## config.mk

```make
export PLATFORM = sky130hd
export DESIGN_NAME = ascon_job_arbiter_flat
export DESIGN_NICKNAME = d
export VERILOG_FILES = /design/src/rtl/ascon_job_arbiter_pkg.sv /design/src/rtl/ascon_job_arbiter_if.sv /design/src/rtl/ascon_job_arbiter_rr_pick.sv /design/src/rtl/ascon_job_arbiter.sv /design/src/flat_wrapper.sv
export SDC_FILE = /design/constraint.sdc
export NUM_CORES = 1
export LEC_CHECK = 0
export BUFFER_PORTS_ARGS = -buffer_cell sky130_fd_sc_hd__clkbuf_2
export CELL_PAD_IN_SITES_DETAIL_PLACEMENT = 0
export CELL_PAD_IN_SITES_GLOBAL_PLACEMENT = 1
export CORE_AREA = 4 4 537 539
export CTS_CLUSTER_DIAMETER = 100
export DETAILED_ROUTE_END_ITERATION = 8
export DIE_AREA = 0 0 541 543
export GPL_TIMING_DRIVEN = 0
export PLACE_DENSITY_LB_ADDON = 0.1
export SETUP_SLACK_MARGIN = 0.3
export SYNTH_ARGS = -nofsm -noshare
export SYNTH_HDL_FRONTEND = slang
export SYNTH_SLANG_ARGS = --single-unit
```

## constraint.sdc

```tcl
create_clock -name clk -period 2.49 [get_ports clk]
set_clock_uncertainty 0.05 [all_clocks]
set_input_delay 0.1245 -clock clk [delete_from_list [all_inputs] [get_ports clk]]
set_output_delay 0.1245 -clock clk [all_outputs]
set_load 0.05 [all_outputs]
```

## src/rtl/ascon_job_arbiter_pkg.sv

```systemverilog
// Shared types and constants for the ASCON job arbiter: FSM states,
// datapath widths and the block-length clamp.
package ascon_arb_pkg;

   typedef enum logic [2:0] {
      IDLE,
      START,
      FEED,
      WAIT_CT,
      WAIT_TAG
   } arb_state_e;

   localparam int ASCON_BLK_BITS = 64;
   localparam int ASCON_KEY_BITS = 128;
   localparam int ASCON_TAG_BITS = 128;
   localparam int ASCON_MAX_LEN  = 8;

   // Lengths above a full block are treated as a full block.
   function automatic logic [3:0] clamp_len(input logic [3:0] len);
      return (len > 4'(ASCON_MAX_LEN)) ? 4'(ASCON_MAX_LEN) : len;
   endfunction

endpackage

```

## src/rtl/ascon_job_arbiter_if.sv

```systemverilog
// Requester, core and result signals of the ASCON job arbiter.
// The arbiter connects through the slave modport.
interface ascon_job_arbiter_if
   import ascon_arb_pkg::*;
#(
   parameter int NREQ = 2
);
   localparam int IDW = (NREQ > 1) ? $clog2(NREQ) : 1;

   logic [NREQ-1:0]                req_valid;
   logic [NREQ-1:0]                req_ready;
   logic [2*NREQ-1:0]              req_mode;
   logic [ASCON_KEY_BITS*NREQ-1:0] req_key;
   logic [ASCON_KEY_BITS*NREQ-1:0] req_nonce;
   logic [NREQ-1:0]                blk_valid;
   logic [NREQ-1:0]                blk_ready;
   logic [ASCON_BLK_BITS*NREQ-1:0] blk_data;
   logic [4*NREQ-1:0]              blk_len;
   logic [NREQ-1:0]                blk_last;
   logic                           core_start;
   logic [1:0]                     core_mode;
   logic [ASCON_KEY_BITS-1:0]      core_key;
   logic [ASCON_KEY_BITS-1:0]      core_nonce;
   logic [ASCON_BLK_BITS-1:0]      core_blockin;
   logic [3:0]                     core_datalen;
   logic [ASCON_BLK_BITS-1:0]      core_ctblock;
   logic                           core_ctv;
   logic [ASCON_TAG_BITS-1:0]      core_tag;
   logic                           core_tv;
   logic [ASCON_BLK_BITS-1:0]      ct_data;
   logic                           ct_valid;
   logic [IDW-1:0]                 ct_id;
   logic [ASCON_TAG_BITS-1:0]      tag;
   logic                           tag_valid;
   logic [IDW-1:0]                 tag_id;
   logic                           err;
   logic [IDW-1:0]                 err_id;
   logic                           busy;
   logic [NREQ-1:0]                grant;

   modport slave (
      input  req_valid, req_mode, req_key, req_nonce,
      input  blk_valid, blk_data, blk_len, blk_last,
      input  core_ctblock, core_ctv, core_tag, core_tv,
      output req_ready, blk_ready,
      output core_start, core_mode, core_key, core_nonce, core_blockin, core_datalen,
      output ct_data, ct_valid, ct_id, tag, tag_valid, tag_id, err, err_id, busy, grant
   );

   modport master (
      output req_valid, req_mode, req_key, req_nonce,
      output blk_valid, blk_data, blk_len, blk_last,
      output core_ctblock, core_ctv, core_tag, core_tv,
      input  req_ready, blk_ready,
      input  core_start, core_mode, core_key, core_nonce, core_blockin, core_datalen,
      input  ct_data, ct_valid, ct_id, tag, tag_valid, tag_id, err, err_id, busy, grant
   );

endinterface

```

## src/rtl/ascon_job_arbiter_rr_pick.sv

```systemverilog
// Round-robin pick: first asserted request scanning upward from rr_ptr+1
// with wrap-around.
module ascon_rr_pick #(
   parameter int NREQ = 2,
   parameter int IDW  = 1
) (
   input  logic [NREQ-1:0] req,
   input  logic [IDW-1:0]  rr_ptr,
   output logic            found,
   output logic [IDW-1:0]  id
);

   int unsigned idx;

   always_comb begin
      found = 1'b0;
      id    = '0;
      idx   = 0;
      for (int unsigned k = 1; k <= NREQ; k++) begin
         idx = (32'(rr_ptr) + k) % NREQ;
         if (!found && req[idx]) begin
            found = 1'b1;
            id    = IDW'(idx);
         end
      end
   end

endmodule

```

## src/rtl/ascon_job_arbiter.sv

```systemverilog
// Shares one ASCON AEAD core between NREQ requesters, one whole job at a
// time, with round-robin fairness and a watchdog on a silent core.
module ascon_job_arbiter
   import ascon_arb_pkg::*;
#(
   parameter int NREQ    = 2,
   parameter int TIMEOUT = 64
) (
   input  logic                clk,
   input  logic                nRST,
   ascon_job_arbiter_if.slave  arb
);

   localparam int IDW = (NREQ > 1) ? $clog2(NREQ) : 1;
   localparam int TW  = (TIMEOUT > 1) ? $clog2(TIMEOUT) : 1;

   arb_state_e                state, state_n;
   logic [IDW-1:0]            rr_ptr, id_q, pick_id;
   logic [TW-1:0]             timer;
   logic                      found, waiting, last_q;
   logic                      accept, take, ct_fire, tag_fire, timeout, done;
   logic [1:0]                mode_q;
   logic [ASCON_KEY_BITS-1:0] key_q, nonce_q;
   logic [ASCON_BLK_BITS-1:0] blockin_q, ct_data_q;
   logic [3:0]                datalen_q;
   logic [ASCON_TAG_BITS-1:0] tag_q;
   logic [NREQ-1:0]           req_ready_q, owner;
   logic                      core_start_q, ct_valid_q, tag_valid_q, err_q;
   logic [IDW-1:0]            ct_id_q, tag_id_q, err_id_q;

   ascon_rr_pick #(.NREQ(NREQ), .IDW(IDW)) u_pick (
      .req    (arb.req_valid),
      .rr_ptr (rr_ptr),
      .found  (found),
      .id     (pick_id)
   );

   assign waiting = (state == WAIT_CT) || (state == WAIT_TAG);
   assign owner   = NREQ'(1) << id_q;

   always_comb begin
      state_n  = state;
      accept   = 1'b0;
      take     = 1'b0;
      ct_fire  = 1'b0;
      tag_fire = 1'b0;
      timeout  = 1'b0;
      done     = 1'b0;
      case (state)
         IDLE: if (found) begin
            accept  = 1'b1;
            state_n = START;
         end
         START: state_n = FEED;
         FEED: if (arb.blk_valid[id_q]) begin
            take    = 1'b1;
            state_n = WAIT_CT;
         end
         // A core event always beats a watchdog expiry in the same cycle.
         WAIT_CT: begin
            if (arb.core_ctv) begin
               ct_fire = 1'b1;
               if (!last_q) state_n = FEED;
               else if (arb.core_tv) begin
                  tag_fire = 1'b1;
                  done     = 1'b1;
                  state_n  = IDLE;
               end else state_n = WAIT_TAG;
            end else if (timer == TW'(TIMEOUT - 1)) begin
               timeout = 1'b1;
               state_n = IDLE;
            end
         end
         WAIT_TAG: begin
            if (arb.core_tv) begin
               tag_fire = 1'b1;
               done     = 1'b1;
               state_n  = IDLE;
            end else if (timer == TW'(TIMEOUT - 1)) begin
               timeout = 1'b1;
               state_n = IDLE;
            end
         end
         default: state_n = IDLE;
      endcase
   end

   always_ff @(posedge clk) begin
      if (!nRST) begin
         state        <= IDLE;
         rr_ptr       <= IDW'(NREQ - 1);
         timer        <= '0;
         id_q         <= '0;
         mode_q       <= '0;
         key_q        <= '0;
         nonce_q      <= '0;
         blockin_q    <= '0;
         datalen_q    <= '0;
         last_q       <= 1'b0;
         req_ready_q  <= '0;
         core_start_q <= 1'b0;
         ct_data_q    <= '0;
         ct_valid_q   <= 1'b0;
         ct_id_q      <= '0;
         tag_q        <= '0;
         tag_valid_q  <= 1'b0;
         tag_id_q     <= '0;
         err_q        <= 1'b0;
         err_id_q     <= '0;
      end else begin
         state        <= state_n;
         // Timer restarts on every state change, so each wait state gets a full budget.
         timer        <= (waiting && state_n == state) ? timer + 1'b1 : '0;
         req_ready_q  <= accept ? (NREQ'(1) << pick_id) : '0;
         core_start_q <= (state == START);
         ct_valid_q   <= ct_fire;
         tag_valid_q  <= tag_fire;
         err_q        <= timeout;
         if (accept) begin
            id_q    <= pick_id;
            mode_q  <= arb.req_mode[2*pick_id +: 2];
            key_q   <= arb.req_key[ASCON_KEY_BITS*pick_id +: ASCON_KEY_BITS];
            nonce_q <= arb.req_nonce[ASCON_KEY_BITS*pick_id +: ASCON_KEY_BITS];
         end
         if (take) begin
            blockin_q <= arb.blk_data[ASCON_BLK_BITS*id_q +: ASCON_BLK_BITS];
            datalen_q <= clamp_len(arb.blk_len[4*id_q +: 4]);
            last_q    <= arb.blk_last[id_q];
         end
         if (ct_fire) begin
            ct_data_q <= arb.core_ctblock;
            ct_id_q   <= id_q;
         end
         if (tag_fire) begin
            tag_q    <= arb.core_tag;
            tag_id_q <= id_q;
         end
         if (timeout) err_id_q <= id_q;
         if (done || timeout) rr_ptr <= id_q;
      end
   end

   assign arb.req_ready    = req_ready_q;
   assign arb.blk_ready    = (state == FEED) ? owner : '0;
   assign arb.core_start   = core_start_q;
   assign arb.core_mode    = mode_q;
   assign arb.core_key     = key_q;
   assign arb.core_nonce   = nonce_q;
   assign arb.core_blockin = blockin_q;
   assign arb.core_datalen = datalen_q;
   assign arb.ct_data      = ct_data_q;
   assign arb.ct_valid     = ct_valid_q;
   assign arb.ct_id        = ct_id_q;
   assign arb.tag          = tag_q;
   assign arb.tag_valid    = tag_valid_q;
   assign arb.tag_id       = tag_id_q;
   assign arb.err          = err_q;
   assign arb.err_id       = err_id_q;
   assign arb.busy         = (state != IDLE);
   assign arb.grant        = (state != IDLE) ? owner : '0;

endmodule

```

## src/flat_wrapper.sv

```systemverilog
// flat-port wrapper written by rule: the top's interface ports become plain ports
module ascon_job_arbiter_flat import ascon_arb_pkg::*;
#(
   parameter int NREQ    = 2,
   parameter int TIMEOUT = 64
)
  (clk, nRST, arb_req_valid, arb_req_mode, arb_req_key, arb_req_nonce, arb_blk_valid, arb_blk_data, arb_blk_len, arb_blk_last, arb_core_ctblock, arb_core_ctv, arb_core_tag, arb_core_tv, arb_req_ready, arb_blk_ready, arb_core_start, arb_core_mode, arb_core_key, arb_core_nonce, arb_core_blockin, arb_core_datalen, arb_ct_data, arb_ct_valid, arb_ct_id, arb_tag, arb_tag_valid, arb_tag_id, arb_err, arb_err_id, arb_busy, arb_grant);
  ascon_job_arbiter_if #(.NREQ(NREQ)) arb_i ();
  input  logic clk;
  input  logic nRST;
  input wire logic [$bits(arb_i.req_valid)-1:0] arb_req_valid;
  input wire logic [$bits(arb_i.req_mode)-1:0] arb_req_mode;
  input wire logic [$bits(arb_i.req_key)-1:0] arb_req_key;
  input wire logic [$bits(arb_i.req_nonce)-1:0] arb_req_nonce;
  input wire logic [$bits(arb_i.blk_valid)-1:0] arb_blk_valid;
  input wire logic [$bits(arb_i.blk_data)-1:0] arb_blk_data;
  input wire logic [$bits(arb_i.blk_len)-1:0] arb_blk_len;
  input wire logic [$bits(arb_i.blk_last)-1:0] arb_blk_last;
  input wire logic [$bits(arb_i.core_ctblock)-1:0] arb_core_ctblock;
  input wire logic [$bits(arb_i.core_ctv)-1:0] arb_core_ctv;
  input wire logic [$bits(arb_i.core_tag)-1:0] arb_core_tag;
  input wire logic [$bits(arb_i.core_tv)-1:0] arb_core_tv;
  output wire logic [$bits(arb_i.req_ready)-1:0] arb_req_ready;
  output wire logic [$bits(arb_i.blk_ready)-1:0] arb_blk_ready;
  output wire logic [$bits(arb_i.core_start)-1:0] arb_core_start;
  output wire logic [$bits(arb_i.core_mode)-1:0] arb_core_mode;
  output wire logic [$bits(arb_i.core_key)-1:0] arb_core_key;
  output wire logic [$bits(arb_i.core_nonce)-1:0] arb_core_nonce;
  output wire logic [$bits(arb_i.core_blockin)-1:0] arb_core_blockin;
  output wire logic [$bits(arb_i.core_datalen)-1:0] arb_core_datalen;
  output wire logic [$bits(arb_i.ct_data)-1:0] arb_ct_data;
  output wire logic [$bits(arb_i.ct_valid)-1:0] arb_ct_valid;
  output wire logic [$bits(arb_i.ct_id)-1:0] arb_ct_id;
  output wire logic [$bits(arb_i.tag)-1:0] arb_tag;
  output wire logic [$bits(arb_i.tag_valid)-1:0] arb_tag_valid;
  output wire logic [$bits(arb_i.tag_id)-1:0] arb_tag_id;
  output wire logic [$bits(arb_i.err)-1:0] arb_err;
  output wire logic [$bits(arb_i.err_id)-1:0] arb_err_id;
  output wire logic [$bits(arb_i.busy)-1:0] arb_busy;
  output wire logic [$bits(arb_i.grant)-1:0] arb_grant;
  assign arb_i.req_valid = arb_req_valid;
  assign arb_i.req_mode = arb_req_mode;
  assign arb_i.req_key = arb_req_key;
  assign arb_i.req_nonce = arb_req_nonce;
  assign arb_i.blk_valid = arb_blk_valid;
  assign arb_i.blk_data = arb_blk_data;
  assign arb_i.blk_len = arb_blk_len;
  assign arb_i.blk_last = arb_blk_last;
  assign arb_i.core_ctblock = arb_core_ctblock;
  assign arb_i.core_ctv = arb_core_ctv;
  assign arb_i.core_tag = arb_core_tag;
  assign arb_i.core_tv = arb_core_tv;
  assign arb_req_ready = arb_i.req_ready;
  assign arb_blk_ready = arb_i.blk_ready;
  assign arb_core_start = arb_i.core_start;
  assign arb_core_mode = arb_i.core_mode;
  assign arb_core_key = arb_i.core_key;
  assign arb_core_nonce = arb_i.core_nonce;
  assign arb_core_blockin = arb_i.core_blockin;
  assign arb_core_datalen = arb_i.core_datalen;
  assign arb_ct_data = arb_i.ct_data;
  assign arb_ct_valid = arb_i.ct_valid;
  assign arb_ct_id = arb_i.ct_id;
  assign arb_tag = arb_i.tag;
  assign arb_tag_valid = arb_i.tag_valid;
  assign arb_tag_id = arb_i.tag_id;
  assign arb_err = arb_i.err;
  assign arb_err_id = arb_i.err_id;
  assign arb_busy = arb_i.busy;
  assign arb_grant = arb_i.grant;
  ascon_job_arbiter #(.NREQ(NREQ), .TIMEOUT(TIMEOUT)) u_core (.clk(clk), .nRST(nRST), .arb(arb_i));
endmodule
```

==> results of run 1 <==
## cells in the final DEF, fill, tap and decap left out, drive strengths merged, types with 3 or more instances in the layout
cell type | Yosys | final
dfxtp | 539 | 539
nor2 | 3 | 3
clkinv | 0 | 14
and2 | 3 | 3
nand2b | 3 | 3
dlygate4sd3 | 0 | 853
nor3 | 8 | 8
clkinvlp | 0 | 5
a21boi | 197 | 197
inv | 2 | 5
mux2i | 327 | 327
xor2 | 3 | 3
buf | 142 | 159
nor2b | 5 | 5
clkbuf | 75 | 1600
o211a | 327 | 327
nand2 | 719 | 719
nand3 | 5 | 5
a22oi | 4 | 4
nor3b | 4 | 4
diode | 0 | 36
## metal layers
metal	wire, um	share of wire
met1	83400	0.40
met2	98800	0.47
met3	18200	0.088
met4	7430	0.036
met5	297	0.0014
## repair_timing
item	4_1_cts	5_1_grt
pin swaps	3	1
gates resized for setup	143	27
cloned	0	1
endpoints found under the setup margin	482	44
hold buffers	853	0
endpoints found under the hold margin	524	0
setup buffers	15	1
## sequential cells by signal, indices dropped and copies added, names as in the netlist, 2 cells and up
signal                   count
u_core.arb.core_key        128
u_core.arb.core_nonce      128
u_core.arb.tag             128
u_core.arb.core_blockin     64
u_core.arb.ct_data          64
u_core.timer                 6
u_core.arb.core_datalen      4
u_core.state                 3
u_core.arb.core_mode         2
u_core.arb.req_ready         2
## cell families after synthesis
logic type	share of synthesized area
AO/OA/AOI/OAI	0.211
multiplexers	0.141
buffers and inverters	0.0549
flip-flops	0.464
AND/OR/NAND/NOR	0.127
XOR/XNOR	0.00151
adder cells (fa/ha/maj)	0.000538
## worst max-delay path: stages, from the launching register on
cell     delay, ns
dfxtp_1       0.35
buf_12        0.13
buf_12        0.11
buf_4         0.13
buf_2         0.43
mux2i_2       0.53
nand2_1       0.12
o211a_1       0.14
## final cells by class
class / instances / share of cell area
antenna: 36 / 0.00190
buffer: 217 / 0.0330
clock buffer: 139 / 0.0579
clock inverter: 23 / 0.00530
inverter: 2 / 0.000158
multi-input combinational: 1631 / 0.244
sequential: 539 / 0.228
tap: 3762 / 0.0993
timing repair buffer: 2257 / 0.331
## power groups by stage
stage / Sequential, mW / Combinational [mW] / Clock [mW]
after global placement: 9.97 / 8.17 / 0
after CTS: 9.81 / 9.59 / 13.8
after detailed placement: 9.98 / 8.13 / 0
after floorplan: 12.4 / 2.11 / 0
final: 9.81 / 9.30 / 13.0
after global routing: 9.89 / 9.90 / 14.0
## metrics by stage
stage / util / std cells
floorplan: - / 2389
global placement: 0.123 / 7535
detailed placement: 0.123 / 7538
CTS: 0.166 / 8568
global route: 0.167 / 8593
finish: 0.167 / 8606
## final timing paths
kind                            start                     endpoint  slack (ns)
setup reg to reg          u_core.id_q  u_core.arb.core_blockin[44]        0.39
hold / removal       arb_req_valid[1]                  u_core.id_q        0.07
hold reg to reg   u_core.arb.tag[112]          u_core.arb.tag[112]        0.40
setup / recovery          u_core.id_q  u_core.arb.core_blockin[44]        0.39
==> metrics, run 1 <==
DRT Wirelength=208000 um; global route total overflow=0; Layout area overhead=104%; max_slew headroom=0.334; vias per inst=3.17; Seq/Total Area, Yosys=0.464; top cells by area, synth=dfxtp_1 (46%), mux2i_1 (14%), o211a_1 (14%), nand2_1 (12%), a21boi_0 (5.4%); Area after DPL=0.0349 sq mm; count leader, synth=nand2_1; Hold Path Class=in -> reg; vias in the first global route=29135; worst hold margin=0.0732 ns; I/O Buffers=1384; top fanout value on the critical path=10; I/O Pins=1386; final instance area=0.0474 sq mm; combinational cell fraction of total power=0.290; Multi-input gate area=0.0116 sq mm; TritonCTS Buffers=89; Internal Pwr Total=20.2 mW; Arrival @ worst endpoint=2.65 ns; die width=541 um; synth cell count leaders=nand2_1 (719), dfxtp_1 (539), mux2i_1 (327), o211a_1 (327), a21boi_0 (166); CTS tree=done; via count=27297; # fillers=32311; max-cap check violation count=0; total power=32.1 mW; initial DRC count=973; critical path class=reg -> reg; worst slew pin tran=0.999 ns; Routed Antenna Nets=0; status=finished, final reports clean; Final WS setup=0.387 ns; Leak=22.8 nW; Starting Density=0.0818; met1 GRT Util=0.155; first-pass GRT wire length=270000 um; GRT Max-Usage Layer=met2; post-layout minimum cycle time=2.10 ns; met2 usage=0.231; gr usage total=0.136; sequential power share=0.306; Total Nets Final=5592; data required time of the critical path=3.04 ns; largest net degree at the start of global routing=14; Psw=11.9 mW; Final Hold Vio Count=0; Sum Neg Setup Slack=0 ns; Pre-antenna DRT Iters=7; top achievable clock speed=475 MHz; worst skew pair latency=0.71 ns; Syn Area/Cell=9.73 sq um; Die Span Y=543 um; pre-CTS setup slack=-1.85 ns; Max Transition Viols Final=0; Worst-path clk slew=0.06 ns; crit share post-route=0.845; num rows=196; synth unique cells=43; switching portion of total power=0.370; initial antenna violation count=109; Synthesized Nets=3244; HPWL Detailed=174000 um; Setup crit start kind=register; Post-synth top flop=dfxtp_1; GRT met3 Usage=0.0502; Mapped Area=0.0232 sq mm; DRC Markers=0; Storage cell area=0.0108 sq mm; root buffer cell=clkbuf_16; final RePlAce weighted congestion=0.826; Core Area=0.284 sq mm; Reg2Reg Depth=7; Syn Inst Count=2389; clock buffer depth=3; Wirelength per Cell=24.2 um; # setup viols final=0; clock share of power=0.404; H-tree depth=3; EDFF count, synth=0; area share of the largest cell type after synthesis=0.464; #FFs+latches synth=539; Async S/R FF share, synth=0; hold path cells=5; cell taking the most area after synthesis=dfxtp_1; Clock Sinks=539; Worst VDD drop=0.000476 V; Pwr Density=676 mW/mm^2; Total Die Area=0.294 sq mm; Syn. warnings=0; layout cells sized above 1=0.365; CP endpoint kind=register; RSZ-0062 raised after global routing=true
Power figures use the tool's default switching activity.
==> run 2: changes to the inputs <==
- CORE_AREA: 4 4 537 539 -> 4 4 530 532
- DIE_AREA: 0 0 541 543 -> 0 0 534 536
- clock period: 2.49 -> 2.05 ns (I/O delays scaled with it)
==> run 2 against run 1 <==
  * The flow now finishes with violations (negative setup slack)
  * Fmax fell by 2.5%
  * Combinational power increased by 52%
  * Via count up 3.5%
  * Final cell count rose by 1.3%
  * Critical path type unchanged
  * Highest routed layer unchanged
==> metrics, run 2 (same netlist as run 1, synthesis figures left out) <==
post-layout minimum cycle time=2.16 ns (was 2.10 ns); initial DRC count=892 (was 973); DRC Markers=0 (unchanged); layout cells sized above 1=0.445 (was 0.365); vias per inst=3.24 (was 3.17); Routed Antenna Nets=0 (unchanged); I/O Pins=1386 (unchanged); root buffer cell=clkbuf_16 (unchanged); Max Transition Viols Final=0 (unchanged); via count=28240 (was 27297); Leak=25.5 nW (was 22.8 nW); sequential power share=0.286 (was 0.306); largest net degree at the start of global routing=18 (was 14); Die Span Y=536 um (was 543 um); Final WS setup=-0.107 ns (was 0.387 ns); clock buffer depth=3 (unchanged); Hold EP=u_core.arb.tag[92] (was u_core.id_q); Setup crit start kind=register (unchanged); H-tree depth=3 (unchanged); combinational cell fraction of total power=0.338 (was 0.290); top achievable clock speed=464 MHz (was 475 MHz); crit share post-route=1.05 (was 0.845); Placed Instances=7479 (was 7538); DRT Wirelength=217000 um (was 208000 um); Total Die Area=0.286 sq mm (was 0.294 sq mm); Core Area=0.276 sq mm (was 0.284 sq mm); clock share of power=0.376 (was 0.404); status=complete, but fails checks (was finished, final reports clean); Pwr Density=767 mW/mm^2 (was 676 mW/mm^2); Layout area overhead=133% (was 104%); Hold Path Class=in -> reg (unchanged); critical path class=reg -> reg (unchanged); vias in the first global route=29411 (was 29135); TritonCTS Buffers=88 (was 89); Wirelength per Cell=24.9 um (was 24.2 um); worst slew pin tran=1.02 ns (was 0.999 ns); Internal Pwr Total=26.3 mW (was 20.2 mW); I/O Buffers=1384 (unchanged); CP endpoint kind=register (unchanged); Pre-antenna DRT Iters=5 (was 7); num rows=193 (was 196); HPWL Detailed=171000 um (was 174000 um); Clock Sinks=539 (unchanged); slack of the worst reg-to-reg path=-0.11 ns (was 0.39 ns); commonest cells after routing, fill and taps aside=clkbuf_2 (1387), dlygate4sd3_1 (851), nand2_1 (595), dfxtp_1 (533), o211a_1 (327) (was clkbuf_2 (1389), dlygate4sd3_1 (853), nand2_1 (714), dfxtp_1 (538), o211a_1 (327)); worst skew pair latency=0.70 ns (was 0.71 ns); max-cap check violation count=0 (unchanged); Worst VDD drop=0.000513 V (was 0.000476 V); Worst-path clk slew=0.06 ns (about the same); Reg2Reg Depth=8 (was 7); failing checks=negative setup slack; switching portion of total power=0.367 (was 0.370); commonest non-fill, non-tap cell in the layout=clkbuf_2 (unchanged); Total Nets Final=5772 (was 5592); Hold Path Origin=arb_core_tag[92] (was arb_req_valid[1]); worst r2r dst=u_core.arb.core_nonce[11] (was u_core.arb.core_blockin[44]); # setup viols final=12 (was 0); Final Hold Vio Count=0 (unchanged); data required time of the critical path=2.60 ns (was 3.04 ns); Starting Density=0.0842 (was 0.0818); Critical R2R Launch=u_core.rr_ptr (was u_core.id_q); RSZ-0062 raised after global routing=true (unchanged); top fanout value on the critical path=6 (was 10); final RePlAce weighted congestion=0.852 (was 0.826); max_slew headroom=0.321 (was 0.334); Arrival @ worst endpoint=2.71 ns (was 2.65 ns); initial antenna violation count=112 (was 109); fin cells=8721 (was 8606); first-pass GRT wire length=271000 um (was 270000 um); global route total overflow=0 (unchanged); CTS tree=done (unchanged); die width=534 um (was 541 um); Sum Neg Setup Slack=-0.300 ns (was 0 ns); final core occ=0.196 (was 0.167); gr usage total=0.139 (was 0.136); Psw=15.3 mW (was 11.9 mW); hold path cells=4 (was 5)
## run 2: stage by stage
step                      instance area, sq um  setup slack [ns]  hold slack (ns)  power, mW
after floorplan                          23200             0.227            0.187       17.7
after global placement                   34800             -2.09            0.283       22.0
after detailed placement                 34800             -2.01            0.282       22.0
after CTS                                49000            -0.122          0.00300       40.9
after global routing                     54200            -0.122           0.0559       43.7
final                                    54200            -0.107            0.109       41.6
## run 2: worst max path at each step
stage,startpoint,end,slack (ns)
after CTS,u_core.rr_ptr,u_core.arb.core_nonce[14],-0.12
after floorplan,u_core.id_q,arb_blk_ready[1],0.23
after detailed placement,u_core.rr_ptr,u_core.arb.core_nonce[14],-2.01
final,u_core.rr_ptr,u_core.arb.core_nonce[11],-0.11
after global placement,nRST,u_core.rr_ptr,-2.09
after global routing,u_core.rr_ptr,u_core.arb.core_nonce[14],-0.12
## run 2: what timing repair did
action / in CTS / in global routing
buffers inserted: 35 / 89
endpoints found under the setup margin: 545 / 535
cloned: 10 / 69
pin swaps: 8 / 141
hold buffers: 851 / 0
hold endpoints to repair: 526 / 0
resized for setup: 448 / 696
## run 2: area by class of cell
| type | instances | area [sq um] |
|---|---|---|
| fillers | 30585 | 222000 |
| repair buffers | 2439 | 19100 |
| multi-input cells | 1631 | 13800 |
| flip-flops and latches | 539 | 10800 |
| well taps | 3705 | 4640 |
| plain buffers | 216 | 2880 |
| clock buffers | 131 | 2600 |
| clock inverters | 28 | 344 |
| diodes | 30 | 75.1 |
| inverters | 2 | 10.0 |
## run 2: worst max-delay path, cell delays in order (launching register included)
cell	delay (ns)
dfxtp_4	0.36
a21boi_4	0.14
buf_12	0.13
buf_16	0.16
buf_16	0.18
buf_16	0.21
mux2i_2	0.52
nand2_1	0.10
o211a_1	0.13
## run 2: power groups by stage
stage,Clock (mW),Sequential [mW],Combinational (mW)
final,15.6,11.9,14.1
after floorplan,0,15.1,2.57
after global placement,0,12.1,9.92
after CTS,16.6,11.9,12.4
after detailed placement,0,12.1,9.87
after global routing,16.8,12.0,14.9
## run 2: layer usage
layer | track usage | vias up | routed length [um]
li1 | - | 13542 | -
met1 | 0.167 | 13224 | 89900
met2 | 0.240 | 1131 | 106000
met3 | 0.0420 | 293 | 15200
met4 | 0.0364 | 50 | 5980
met5 | 0 | - | 294
==> run 3: changes to the inputs <==
- CORE_AREA: 4 4 530 532 -> 4 4 542 544
- DIE_AREA: 0 0 534 536 -> 0 0 546 548
- SYNTH_HIERARCHICAL: not set -> 1
- clock period: 2.05 -> 2 ns (I/O delays scaled with it)
==> run 3 against run 2 <==
  * The run now ends clean
  * Utilization fell by 2.0 points
  * Power fell by 0.95%
  * Clock power rose by 3%
  * Routed wire length fell by 1.5%
  * Critical path depth rose by 2
  * Critical endpoint is now u_core/arb.core_blockin[19]
  * Highest routed layer unchanged
==> metrics, run 3 <==
Syn Inst Count=2427 (was 2389); Hold Path Class=in -> reg (unchanged); Final WS setup=0.0206 ns (was -0.107 ns); final RePlAce weighted congestion=0.905 (was 0.852); synth unique cells=45 (was 43); initial antenna violation count=60 (was 112); Synth Area in Adders=0.000564 (was 0.000538); I/O Buffers=1383 (was 1384); pre-CTS setup slack=-1.26 ns (was -2.01 ns); post-layout minimum cycle time=1.98 ns (was 2.16 ns); Syn. warnings=6 (was 0); Routed Antenna Nets=0 (unchanged); Worst-path clk slew=0.06 ns (about the same); RSZ-0062 raised after global routing=true (unchanged); Critical R2R Launch=u_core/id_q (was u_core.rr_ptr); # setup viols final=0 (was 12); crit path launch=u_core/id_q (was u_core.rr_ptr); Async S/R FF share, synth=0 (unchanged); num rows=198 (was 193); clock buffer depth=3 (unchanged); initial DRC count=923 (was 892); CTS tree=done (unchanged); post-synthesis compound-gate area fraction=0.193 (was 0.211); Post-synth top flop=dfxtp_1 (unchanged); final instance area=0.0510 sq mm (was 0.0542 sq mm); largest net degree at the start of global routing=13 (was 18); #FFs+latches synth=539 (unchanged); met2 usage=0.243 (was 0.240); Die Span Y=548 um (was 536 um); DRT Wirelength=214000 um (was 217000 um); met1 GRT Util=0.153 (was 0.167); Sum Neg Setup Slack=0 ns (was -0.300 ns); area share of the largest cell type after synthesis=0.487 (was 0.464); vias in the first global route=30251 (was 29411); cell taking the most area after synthesis=dfxtp_1 (unchanged); Starting Density=0.0765 (was 0.0842); Synthesized Nets=3282 (was 3244); Area after DPL=0.0339 sq mm (was 0.0348 sq mm); CP endpoint kind=register (unchanged); XOR/XNOR Fraction of Synth Area=0.00158 (was 0.00151); die width=546 um (was 534 um); Core Area=0.290 sq mm (was 0.276 sq mm); largest family of logic cells by synthesized area=compound AO/OA/AOI/OAI gates (unchanged); max_slew headroom=0.294 (was 0.321); Arrival @ worst endpoint=2.48 ns (was 2.71 ns); synth cell count leaders=dfxtp_1 (539), nor2_1 (344), mux2i_1 (325) (was nand2_1 (719), dfxtp_1 (539), mux2i_1 (327), o211a_1 (327), a21boi_0 (166)); DRC Markers=0 (unchanged); Pwr Density=807 mW/mm^2 (was 767 mW/mm^2); critical path class=reg -> reg (unchanged); commonest cells after routing, fill and taps aside=clkbuf_2 (1396), dlygate4sd3_1 (849), dfxtp_1 (533), nor2_1 (314), mux2i_1 (268) (was clkbuf_2 (1387), dlygate4sd3_1 (851), nand2_1 (595), dfxtp_1 (533), o211a_1 (327)); H-tree depth=3 (unchanged); root buffer cell=clkbuf_16 (unchanged); EDFF count, synth=0 (unchanged); GRT met3 Usage=0.0447 (was 0.0420); Worst VDD drop=0.000669 V (was 0.000513 V); Setup crit start kind=register (unchanged); Simple-Gate Fraction of Synth Area=0.118 (was 0.127); fin cells=8751 (was 8721); worst hold margin=0.130 ns (was 0.109 ns); Total Die Area=0.299 sq mm (was 0.286 sq mm); GRT Max-Usage Layer=met2 (unchanged); Clock Sinks=539 (unchanged); count leader, synth=dfxtp_1 (was nand2_1); layout cells sized above 1=0.434 (was 0.445); data required time of the critical path=2.50 ns (was 2.60 ns); top achievable clock speed=505 MHz (was 464 MHz); final core occ=0.176 (was 0.196); top cells by area, synth=dfxtp_1 (49%), mux2i_1 (15%), a211oi_1 (11%), nor2_1 (5.8%), a21oi_1 (4.5%) (was dfxtp_1 (46%), mux2i_1 (14%), o211a_1 (14%), nand2_1 (12%), a21boi_0 (5.4%)); Layout area overhead=130% (was 133%); TritonCTS Buffers=86 (was 88); Seq/Total Area, Yosys=0.487 (was 0.464); Syn Area/Cell=9.13 sq um (was 9.73 sq um); Hold Path Origin=arb_core_tag[69] (was arb_core_tag[92]); total power=41.2 mW (was 41.6 mW); status=finished, final reports clean (was complete, but fails checks); Leak=20.5 nW (was 25.5 nW); Placed Instances=7611 (was 7479); Max Transition Viols Final=0 (unchanged); first-pass GRT wire length=277000 um (was 271000 um); Final Hold Vio Count=0 (unchanged); Total Nets Final=5720 (was 5772); Wirelength per Cell=24.5 um (was 24.9 um); mux cell area share after synthesis=0.147 (was 0.141); commonest non-fill, non-tap cell in the layout=clkbuf_2 (unchanged); crit share post-route=0.990 (was 1.05); gr usage total=0.134 (was 0.139); global route total overflow=0 (unchanged); vias per inst=3.27 (was 3.24); worst skew pair latency=0.69 ns (was 0.70 ns); Mapped Area=0.0222 sq mm (was 0.0232 sq mm); I/O Pins=1386 (unchanged); max-cap check violation count=0 (unchanged); via count=28622 (was 28240); HPWL Detailed=172000 um (was 171000 um); top fanout value on the critical path=10 (was 6); worst slew pin tran=1.06 ns (was 1.02 ns); Pre-antenna DRT Iters=5 (unchanged)
==> run 3: cell families (layout without fill, tap and decap cells) <==
| kind of cell | after synthesis | count (layout) |
|---|---|---|
| AO/OA/AOI/OAI | 672 | 672 |
| multiplexers | 326 | 326 |
| buffers and inverters | 253 | 2756 |
| flip-flops | 539 | 539 |
| other | 0 | 21 |
| AND/OR/NAND/NOR | 632 | 632 |
| adder cells (fa/ha/maj) | 1 | 1 |
| XOR/XNOR | 4 | 4 |
==> run 3: path summary, 6_finish.rpt <==
check	slack (ns)	end	depth (start not counted)
worst min-delay path	0.13	u_core/arb.tag[69]	4
worst min register to register	0.40	u_core/arb.ct_data[62]	2
worst max register to register	0.02	u_core/arb.core_blockin[19]	10
worst max-delay path	0.02	u_core/arb.core_blockin[19]	10
==> run 3: area by class of cell <==
type | instances | area (sq um)
buffer | 245 | 2800
timing repair buffer | 2350 | 17400
antenna | 21 | 52.6
inverter | 8 | 36.3
sequential | 539 | 10800
fill | 32490 | 239000
clock inverter | 20 | 279
clock buffer | 133 | 2640
multi-input combinational | 1635 | 12200
tap | 3800 | 4750
==> run 3: metal layers <==
metal / vias up / part of all wire
met5: - / 0.00064
met4: 24 / 0.024
met3: 216 / 0.074
met2: 1097 / 0.50
met1: 13623 / 0.40
li1: 13662 / -
==> run 3: power breakdown <==
group	total [mW]	internal [mW]	switching (mW)
registers	12.2	11.6	0.559
clock network	16.0	9.61	6.38
logic	13.0	4.88	8.12
==> run 3: critical path, stage by stage, from the launching register on <==
cell	delay (ns)
dfxtp_4	0.36
buf_6	0.14
buf_4	0.13
mux2_4	0.30
nor3b_4	0.15
buf_6	0.14
buf_8	0.14
buf_4	0.14
buf_12	0.14
nor2_2	0.09
a211oi_1	0.05
==> run 3: what timing repair did <==
action | CTS | global route
hold buffers | 848 | 1
hold endpoints to repair | 525 | 1
gates resized for setup | 433 | 610
pin swaps | 31 | 118
setup endpoints to repair | 584 | 559
setup buffers | 45 | 36
cloned | 6 | 30
